$ cat src/rtl/memory_port_arbiter.sv
// Serialises one optional data access then one instruction fetch onto a single bus per pipeline advance.
// IDLE->DONE takes 2 cycles (fetch only) or 3 (data + fetch) plus ack waits; mem_busy stalls the core until DONE.
module memory_port_arbiter #(
  parameter int DATA_SIZE      = 32,
  parameter int TIMEOUT_CYCLES = 255
) (
  input  logic                     clock,
  input  logic                     reset,
  input  logic [DATA_SIZE-1:0]     inst_addr,
  output logic [31:0]              inst,
  input  logic                     data_rd_en,
  input  logic                     data_wr_en,
  input  logic [DATA_SIZE-1:0]     data_addr,
  input  logic [DATA_SIZE-1:0]     data_wr_data,
  input  logic [DATA_SIZE/8-1:0]   data_byte_en,
  output logic [DATA_SIZE-1:0]     data_rd_data,
  output logic                     mem_busy,
  output logic                     bus_error,
  output logic                     bus_req,
  output logic                     bus_we,
  output logic [DATA_SIZE-1:0]     bus_addr,
  output logic [DATA_SIZE-1:0]     bus_wr_data,
  output logic [DATA_SIZE/8-1:0]   bus_byte_en,
  input  logic                     bus_ack,
  input  logic [DATA_SIZE-1:0]     bus_rd_data
);

  localparam int CW = $clog2(TIMEOUT_CYCLES + 1);

  localparam logic [1:0] S_IDLE = 2'd0;
  localparam logic [1:0] S_DATA = 2'd1;
  localparam logic [1:0] S_INST = 2'd2;
  localparam logic [1:0] S_DONE = 2'd3;

  logic [1:0]           r_state;
  logic [1:0]           w_next_state;
  logic [CW-1:0]        r_wait_cnt;
  logic [31:0]          r_inst;
  logic [DATA_SIZE-1:0] r_data_rd_data;
  logic                 r_bus_error;
  logic                 w_in_access;
  logic                 w_timeout;
  logic                 w_access_end;
  logic [DATA_SIZE-1:0] w_rdata;

  assign w_in_access  = (r_state == S_DATA) || (r_state == S_INST);
  // An ack arriving on the final allowed cycle wins over the timeout.
  assign w_timeout    = w_in_access && !bus_ack && (r_wait_cnt == CW'(TIMEOUT_CYCLES - 1));
  assign w_access_end = w_in_access && (bus_ack || w_timeout);
  assign w_rdata      = bus_ack ? bus_rd_data : '0;

  always_comb begin
    w_next_state = r_state;
    case (r_state)
      S_IDLE:  w_next_state = (data_rd_en || data_wr_en) ? S_DATA : S_INST;
      S_DATA:  if (w_access_end) w_next_state = S_INST;
      S_INST:  if (w_access_end) w_next_state = S_DONE;
      default: w_next_state = S_IDLE;
    endcase
  end

  always_comb begin
    bus_req     = 1'b0;
    bus_we      = 1'b0;
    bus_addr    = '0;
    bus_wr_data = '0;
    bus_byte_en = '0;
    if (r_state == S_DATA) begin
      bus_req     = 1'b1;
      bus_we      = data_wr_en;
      bus_addr    = data_addr;
      bus_wr_data = data_wr_data;
      bus_byte_en = data_byte_en;
    end else if (r_state == S_INST) begin
      bus_req     = 1'b1;
      bus_addr    = inst_addr;
      bus_byte_en = '1;
    end
  end

  always_ff @(posedge clock or negedge reset) begin
    if (!reset) begin
      r_state        <= S_IDLE;
      r_wait_cnt     <= '0;
      r_inst         <= '0;
      r_data_rd_data <= '0;
      r_bus_error    <= 1'b0;
    end else begin
      r_state     <= w_next_state;
      r_bus_error <= w_timeout;
      if (w_next_state != r_state)
        r_wait_cnt <= '0;
      else if (w_in_access && !bus_ack)
        r_wait_cnt <= r_wait_cnt + CW'(1);
      if (r_state == S_DATA && w_access_end && !data_wr_en)
        r_data_rd_data <= w_rdata;
      if (r_state == S_INST && w_access_end)
        r_inst <= w_rdata[31:0];
    end
  end

  assign inst         = r_inst;
  assign data_rd_data = r_data_rd_data;
  assign bus_error    = r_bus_error;
  assign mem_busy     = (r_state != S_DONE);

endmodule
$ cat config.mk
export PLATFORM = sky130hd
export DESIGN_NAME = memory_port_arbiter
export DESIGN_NICKNAME = d
export VERILOG_FILES = /design/src/rtl/memory_port_arbiter.sv
export SDC_FILE = /design/constraint.sdc
export NUM_CORES = 1
export LEC_CHECK = 0
export CAP_MARGIN = 20
export CORE_MARGIN = 5
export CORE_UTILIZATION = 36
export DETAILED_ROUTE_END_ITERATION = 8
export PLACE_DENSITY = 0.91
export SYNTH_ARGS = -nofsm -noshare
export SYNTH_HDL_FRONTEND = slang
export SYNTH_SLANG_ARGS = --single-unit
$ cat constraint.sdc
create_clock -name clock -period 2.6 [get_ports clock]
set_input_delay 0.65 -clock clock [delete_from_list [all_inputs] [get_ports clock]]
set_output_delay 0.65 -clock clock [all_outputs]
set_load 0.005 [all_outputs]
==> impl_metrics.tcl <==
set metrics [dict create \
    coreArea_um2 10790 \
    netlist_top_cells_count "dfrtp_1, and2_1, mux2_2" \
    cts_root_buf "clkbuf_8" \
    ios 273 \
    dpl_cell_area_um2 6825 \
    yosysSeqAreaShare_pct 47.57 \
    place_hpwl_mm 11.19 \
    grtUsageTotal_pct 22.11 \
    slew-limit-headroom_pct 39.60 \
    netlist.area_leader.share_pct 47.57 \
    grt_pass1_wl_mm 22.71 \
    timing.fmax_ghz 0.3947 \
    drc 0 \
    crit_fanout 8 \
    cp.required_ns 1.95 \
    drv_slew 0 \
    critPathKind "reg2out" \
    power.leakage_nw 3.538 \
    hold_viol_final 0 \
    postLayoutCoreUtil_pct 67.34 \
    cap_violations 0 \
    synth_nets 477 \
    portBuffers 272 \
    end_kind "output port" \
    total_power_w 0.006912 \
    n_antenna_cell 0 \
    dp_slack_ns -0.08089 \
    dr.pass1.iters 4 \
    nNetsFinal 766 \
    initial_core_util_pct 36.55 \
    synthToLayoutAreaGrowth_pct 84.24 \
    worstMarginPinSlew_ns 0.9061 \
    drtIter0Drc 180 \
    rsz0062_at_grt "false" \
    cts_sinks 75 \
    grt_pass1_vias 4152 \
    clkTransAtPathRegs_ns 0.09 \
    clk_path_buf_depth 2 \
    finalSetupViolCount 0 \
    clk_latency_ns 0.34 \
    hold_buffers 0 \
    overflow 0 \
    hold_ws_ns 0.4265 \
    ys_types 36 \
    avgViaCountPerCell 4.975 \
    final_antenna_net_count 0 \
    synth_enable_flop_cells 0 \
    setup_slack_ns 0.06658 \
    grt_antenna_before_repair 0 \
    hold_class "in2async" \
    status "finished, final reports clean" \
    slowest_delay_ns 0.45 \
    synthArstFlopShare_pct 100.0 \
    synth_area_leaders "dfrtp_1, and2_1, mux2_2" \
    yosys.area.top_type "dfrtp_1" \
    start_kind "register" \
    grt_max_degree 76 \
    die_h_um 114.7 \
    power_density_nw_per_um2 951.0 \
    drive_above_1_share_pct 16.77 \
    synth_ff_type "dfrtp_1" \
    syn-cell-area_um2 3945 \
    dieArea_um2 13150 \
    cts_tree "done" \
    ir_drop_mv 0.4756 \
    slowest_stage "dfrtp_2" \
    avgSynthCellArea_um2 11.88 \
    cts_max_level 3 \
    clock_skew_ns 0.01209 \
    yosysMostFrequentCell "dfrtp_1" \
    gp_congestion 0.7878 \
    die_w_um 114.7 \
    row_count 38 \
    wl_mm 15.23 \
    arrival_ns 1.88 \
    period_minus_slack_ns 2.533 \
    wire_per_inst_um 19.89 \
    syn_inst 332 \
    fin_area_um2 7268 \
    worstPathCellList "buf_6, ha_4, nor2b_4, buf_12, buf_4, a22o_1, clkdlybuf4s15_1" \
    yosys_warnings 0 \
    via_count 3811 \
    min_period_over_period_pct 97.44 \
    ys_seq_elements 75 \
    cts_made_buffers 9 \
]
[cell families (layout without fill, tap and decap cells)]
family	after synthesis	count (layout)	share of synthesized area, %
AO/OA/AOI/OAI	51	51	10.82
XOR/XNOR	7	7	1.554
adder cells (fa/ha/maj)	8	8	2.537
buffers and inverters	28	322	3.806
flip-flops	75	75	47.57
multiplexers	64	64	18.27
AND/OR/NAND/NOR	99	99	15.45
[power breakdown]
part	switching (W)	internal, W	total [W]
clock network	0.000449	0.000553	0.00100
logic	0.00155	0.00247	0.00403
registers	0.000262	0.00162	0.00189
[final timing paths]
path                                               from                            to  slack (ns)  cells past startpoint
max reg2reg                        r_state[0]$_DFF_PN0_  data_rd_data[12]$_DFFE_PN0P_        0.31                      8
min reg2reg                data_rd_data[27]$_DFFE_PN0P_  data_rd_data[27]$_DFFE_PN0P_        0.50                      1
min                                               reset  data_rd_data[13]$_DFFE_PN0P_        0.43                      1
max in group asynchronous                         reset          r_state[1]$_DFF_PN0_        1.51                      1
min in group clock         data_rd_data[27]$_DFFE_PN0P_  data_rd_data[27]$_DFFE_PN0P_        0.50                      1
max                                r_state[1]$_DFF_PN0_                   bus_addr[5]        0.07                      7
[worst max-delay path, delay by kind of cell (launching register included)]
family | cells | cell delay (ns)
adders and majority gates | 1 | 0.15
and+or+nand+nor | 1 | 0.14
buffers and inverters | 4 | 0.62
DFF | 1 | 0.45
AOI/OAI and AO/OA | 1 | 0.19
[metrics by stage]
stage               std cells  TNS [ns]
floorplan                 332         0
global placement          733         0
detailed placement        733   -0.5660
CTS                       767         0
global route              766         0
finish                    766         0
[area by class of cell]
type | instances | area [um2]
flip-flops and latches | 75 | 1879
fillers | 804 | 3525
repair buffers | 300 | 3009
clock buffers | 10 | 127.6
clock inverters | 6 | 96.34
inverters | 6 | 25.02
well taps | 140 | 175.2
multi-input cells | 229 | 1956
[per-layer routing]
metal | track usage [%] | share of wire [%] | vias to the layer above
met5 | 0 | 0 | -
met4 | 7.126 | 2.1 | 0
met3 | 5.655 | 7.6 | 27
met2 | 39.70 | 53 | 172
met1 | 25.58 | 37 | 1864
li1 | - | - | 1748
[sequential cells by signal (all words and copies together) (netlist names)]
signal and cells:
bus_error 1, r_wait_cnt 8, data_rd_data 32, inst 32
r_state 2
[repair_timing]
action,4_1_cts,5_1_grt
hold endpoints to repair,0,0
setup buffers,13,0
pin swaps,0,2
gates resized for setup,96,33
endpoints found under the setup margin,70,42
gates cloned,5,0
[placed cells by master, fill, tap and decap left out, types with 2 or more instances in the layout]
cell and n:
buf_4 18, o21ai_0 3, clkbuf_2 4, a22o_1 32
ha_4 2, dlygate4sd2_1 25, a31oi_1 2, dlymetal6s2s_1 15
buf_16 3, inv_1 4, dfrtp_2 2, nor2_1 5
nor3_1 10, bufinv_16 2, buf_6 4, a21o_1 4
buf_2 9, mux2_2 34, clkbuf_8 9, and2_1 64
nand2b_1 3, clkdlybuf4s15_1 11, a21oi_1 4, clkdlybuf4s50_1 207
buf_12 3, xnor2_1 6, ha_1 5, nand2_1 4
mux2_1 30, nand3_1 2, dfrtp_1 73
Note: power is estimated with default switching activity, not from simulation.
